File: src/rtl/reg_file.sv
`default_nettype none
// ============================================================================
// reg_file : 32 x XLEN RISC-V integer register file, 2 async reads, 1 sync write
// Revision : 1.0
// ============================================================================
module reg_file #(
    parameter int XLEN = 32,
    parameter int NREG = 32
) (
    input  logic            clk,
    input  logic            rst_n,
    input  logic [XLEN-1:0] DataD,
    input  logic [31:0]     inst,
    input  logic            RegWEn,
    output logic [XLEN-1:0] DataA,
    output logic [XLEN-1:0] DataB
);

    localparam int AW = $clog2(NREG);

    logic [XLEN-1:0] regs [NREG];
    logic [AW-1:0]   rd;
    logic [AW-1:0]   rs1;
    logic [AW-1:0]   rs2;

    assign rd  = inst[7  +: AW];
    assign rs1 = inst[15 +: AW];
    assign rs2 = inst[20 +: AW];

    // An X on RegWEn takes the else path in simulation, so no entry is touched.
    always_ff @(posedge clk or negedge rst_n) begin
        if (!rst_n) begin
            for (int i = 0; i < NREG; i++) begin
                regs[i] <= '0;
            end
        end else if (RegWEn && (rd != '0)) begin
            regs[rd] <= DataD;
        end
    end

    // x0 is forced to zero at the read mux, independent of what storage holds.
    assign DataA = (rs1 == '0) ? '0 : regs[rs1];
    assign DataB = (rs2 == '0) ? '0 : regs[rs2];

endmodule
`default_nettype wire

File: config.mk
export PLATFORM = sky130hd
export DESIGN_NAME = reg_file
export DESIGN_NICKNAME = d
export VERILOG_FILES = /design/src/rtl/reg_file.sv
export SDC_FILE = /design/constraint.sdc
export NUM_CORES = 2
export LEC_CHECK = 0
export CAP_MARGIN = 10
export CORE_UTILIZATION = 35
export DETAILED_ROUTE_END_ITERATION = 6
export DONT_BUFFER_PORTS = 1
export GPL_ROUTABILITY_DRIVEN = 0
export PLACE_DENSITY = 0.61
export SLEW_MARGIN = 10
export SYNTH_ARGS = -nofsm -noshare
export SYNTH_HDL_FRONTEND = slang
export SYNTH_SLANG_ARGS = --single-unit
File: constraint.sdc
create_clock -name clk -period 3.4 [get_ports clk]
set_input_delay 0.34 -clock clk [delete_from_list [all_inputs] [get_ports clk]]
set_output_delay 0.34 -clock clk [all_outputs]
set_load 0.02 [all_outputs]
==> impl_metrics.json <==
{
  "post_synth_main_area_contributors": "sky130_fd_sc_hd__dfrtp_1, sky130_fd_sc_hd__mux2_2, sky130_fd_sc_hd__mux4_2",
  "largest_register": "regs",
  "clock_sink_count": 1024,
  "cts_buffer_depth": 3,
  "syn-instance-count": 3621,
  "cp_num_buf_inv": 2,
  "reg2reg_depth": 2,
  "crit_required_ps": 3060,
  "cts-buffers-inserted": 111,
  "via_count_normalized_by_instance_count": 6.04,
  "timing.critical_path.mode_cell": "sky130_fd_sc_hd__buf_4",
  "ctsRootBufferMaster": "sky130_fd_sc_hd__clkbuf_16",
  "finalWorstPathRequiredPeriod_ps": 3440,
  "maximum_number_of_pins_on_one_net_before_global_route_repair": 1025,
  "largest_reg_flops": 1024,
  "vdd.ir_drop.worst_v": 0.000418,
  "grt_util_all_layers": 0.219,
  "async_set_reset_flop_share_out_of_synthesis": 1.00,
  "setup-violations-final": 1,
  "detail_route.first_pass.iterations": 5,
  "detail-route-antenna-nets": 0,
  "p_leak_nw": 25.7,
  "synth-main-ff-cell": "sky130_fd_sc_hd__dfrtp_1",
  "die_h_um": 396,
  "io_port_bufs": 0,
  "finClkSkew_ps": 0,
  "synthesis.nets": 3688,
  "grt_first_pass_wirelength_um": 252000,
  "synth.most_common_cell": "sky130_fd_sc_hd__mux2_2",
  "max_freq_mhz": 291,
  "type_of_the_most_critical_hold_path": "input pin to asynchronous set/reset pin",
  "worst-endpoint-arrival_ps": 3100,
  "worst_path_max_delay_cell": "sky130_fd_sc_hd__nor2_4",
  "syn_avg_cell_area_sq_um": 15.0,
  "antenna_found_initial": 13,
  "top_regs": "regs (1024)",
  "failed_checks": "hold timing, setup timing",
  "timing.final.ws_setup_ps": -41.7,
  "startpoint_type": "input pin",
  "critPathKind": "input pin to output port",
  "tightestPinTransition_ps": 1400,
  "avgRoutedWirePerCell_um": 30.6,
  "critical_path_depth": 6,
  "setup_repair_after_global_routing_missed_its_margin": "false",
  "grtUsageMet3": 0.0444,
  "post_route_cells_drive_above_1_share": 0.524,
  "drt_drc_violations_left": 0,
  "boundaryPins": 131,
  "area.growth.synth_to_final_pct": 12.3,
  "post_synth_num_cell_types": 35,
  "dpl_worst_slack_ps": 535,
  "drt_first_iter_violations": 3123,
  "num_vias": 34000,
  "synth.ff_latch_count": 1024,
  "ys_warn_count": 0,
  "number_of_flops_mapped_to_enable_cells_by_yosys": 0,
  "cpPeakStageDelay_ps": 1140,
  "core.rowCount": 144,
  "end_kind": "output port",
  "cts_tree": "built",
  "worst_path_dominant_cell_family": "simple AND/OR/NAND/NOR gates",
  "grt.overflow.total": 0,
  "drt_wl_total_um": 173000,
  "timing.slew.headroom": 0.0661,
  "maxSlewViolCount": 0,
  "global_route.peak_usage_layer": "met2",
  "crit_path_cell_trace": "nor2_4 > buf_4 > a221oi_1 > o21ai_0 > a311oi_1 > buf_4",
  "grt_pass1_vias": 35000,
  "die_width_um": 396,
  "outcome": "complete, but fails checks",
  "synth_largest_area_cell": "sky130_fd_sc_hd__dfrtp_1",
  "cts_max_level": 3,
  "post_synth_instance_area_sq_um": 54400,
  "post-dp-hpwl_um": 93500,
  "worst-path-max-fanout": 227,
  "placeableCoreArea_sq_um": 154000,
  "power-per-cell-area_nw_per_um2": 577,
  "initial_core_util": 0.353,
  "met1_global_route_usage": 0.298,
  "timing.final.hold_violations": 250,
  "worstSkewPairLatency_ps": 740,
  "fp.dieArea_sq_um": 157000,
  "timing.final.crit_share": 1.01,
  "ys_seq_area_frac": 0.471,
  "yosysTopAreaCellShare": 0.471,
  "commonest_cells_in_the_netlist": "sky130_fd_sc_hd__mux2_2, sky130_fd_sc_hd__dfrtp_1, sky130_fd_sc_hd__mux4_2, sky130_fd_sc_hd__clkbuf_1, sky130_fd_sc_hd__buf_2",
  "drv.max_cap_violation_count": 0,
  "grt_util_met2": 0.345,
  "clock_pin_slew_of_the_registers_on_the_worst_case_setup_and_hold_paths_ps": 60,
  "holdWs_ps": -199,
  "fin_nets": 3567
}
## worst reg2reg max path, cell delays in order, from the launching register on
cell	delay (ps)
sky130_fd_sc_hd__dfrtp_1	390
sky130_fd_sc_hd__mux2_2	270
sky130_fd_sc_hd__dlygate4sd3_1	560
## cells by family (layout without fill, tap and decap cells)
| group | after synthesis | in the layout | synth area share |
|---|---|---|---|
| buffers and inverters | 434 | 402 | 0.0363 |
| other | 0 | 2 | 0 |
| AOI/OAI and AO/OA | 366 | 366 | 0.0484 |
| and+or+nand+nor | 165 | 165 | 0.0161 |
| DFF | 1024 | 1024 | 0.471 |
| muxes | 1632 | 1632 | 0.428 |
## cell type report
class                      instances  area (sq um)
fill                           14100         93000
multi-input combinational       2163         27100
sequential                      1024         25600
clock buffer                     167          3240
tap                             2044          2560
timing repair buffer             198          2110
clock inverter                    35           453
inverter                           2          11.3
antenna                            2          5.00
## final timing paths
kind / from / end / slack, ps
worst max-delay path: inst[21] / DataB[21] / -40
min in group clk: inst[9] / regs[223] / 130
worst max register to register: regs[974] / regs[974] / 2060
worst min-delay path: rst_n / regs[613] / -200
worst min register to register: regs[1017] / regs[1017] / 390
max in group asynchronous: rst_n / regs[507] / 720
## report_power, final
group          internal [mW]  total, mW  switching (mW)
logic                   4.31       6.75            2.45
registers               14.5       16.1            1.63
clock network           7.17       12.4            5.20
## placed cells by master, fill, tap and decap left out, types with 4 or more instances in the layout
| cell | netlist | routed |
|---|---|---|
| sky130_fd_sc_hd__a211oi_1 | 64 | 64 |
| sky130_fd_sc_hd__a221oi_1 | 46 | 46 |
| sky130_fd_sc_hd__a22oi_1 | 64 | 64 |
| sky130_fd_sc_hd__a311oi_1 | 64 | 53 |
| sky130_fd_sc_hd__a311oi_2 | 0 | 11 |
| sky130_fd_sc_hd__buf_12 | 0 | 33 |
| sky130_fd_sc_hd__buf_16 | 0 | 6 |
| sky130_fd_sc_hd__buf_4 | 34 | 119 |
| sky130_fd_sc_hd__bufinv_16 | 0 | 8 |
| sky130_fd_sc_hd__clkbuf_1 | 223 | 33 |
| sky130_fd_sc_hd__clkbuf_16 | 0 | 113 |
| sky130_fd_sc_hd__clkbuf_8 | 0 | 21 |
| sky130_fd_sc_hd__clkinv_2 | 0 | 18 |
| sky130_fd_sc_hd__dfrtp_1 | 1024 | 1024 |
| sky130_fd_sc_hd__dlygate4sd3_1 | 0 | 38 |
| sky130_fd_sc_hd__mux2_1 | 10 | 10 |
| sky130_fd_sc_hd__mux2_2 | 1046 | 1046 |
| sky130_fd_sc_hd__mux2i_1 | 128 | 128 |
| sky130_fd_sc_hd__mux4_2 | 448 | 448 |
| sky130_fd_sc_hd__nand2_1 | 49 | 38 |
| sky130_fd_sc_hd__nand2_2 | 0 | 7 |
| sky130_fd_sc_hd__nand2_4 | 0 | 4 |
| sky130_fd_sc_hd__nor2_1 | 19 | 5 |
| sky130_fd_sc_hd__nor2_4 | 0 | 14 |
| sky130_fd_sc_hd__nor2b_1 | 71 | 66 |
| sky130_fd_sc_hd__nor2b_4 | 0 | 5 |
| sky130_fd_sc_hd__o2111ai_1 | 18 | 18 |
| sky130_fd_sc_hd__o21ai_0 | 101 | 101 |
| sky130_fd_sc_hd__o21ai_1 | 9 | 9 |
## stage by stage
step / total power [mW] / cell area (sq um) / setup TNS (ps) / util / cells
after detailed placement: 22.5 / 56700 / 0 / 0.368 / 5383
final: 35.3 / 61100 / -41.7 / 0.396 / 5635
after global routing: 36.8 / 61100 / 0 / 0.396 / 5634
after CTS: 35.2 / 60900 / 0 / 0.395 / 5625
after floorplan: 21.2 / 54400 / 0 / - / 3621
after global placement: 22.3 / 56700 / 0 / 0.368 / 5383
## per-layer routing
layer / share of wire / vias to the layer above
li1: - / 13800
met1: 0.43 / 18700
met2: 0.47 / 1190
met3: 0.070 / 303
met4: 0.036 / 8
met5: 0.00028 / -
## timing repair
action,4_1_cts,5_1_grt
gates resized for setup,0,1
hold buffers,40,4
hold endpoints to repair,2016,111
setup endpoints to repair,0,1
buffers inserted,0,0
No activity file was read; power rests on OpenSTA's default activity.
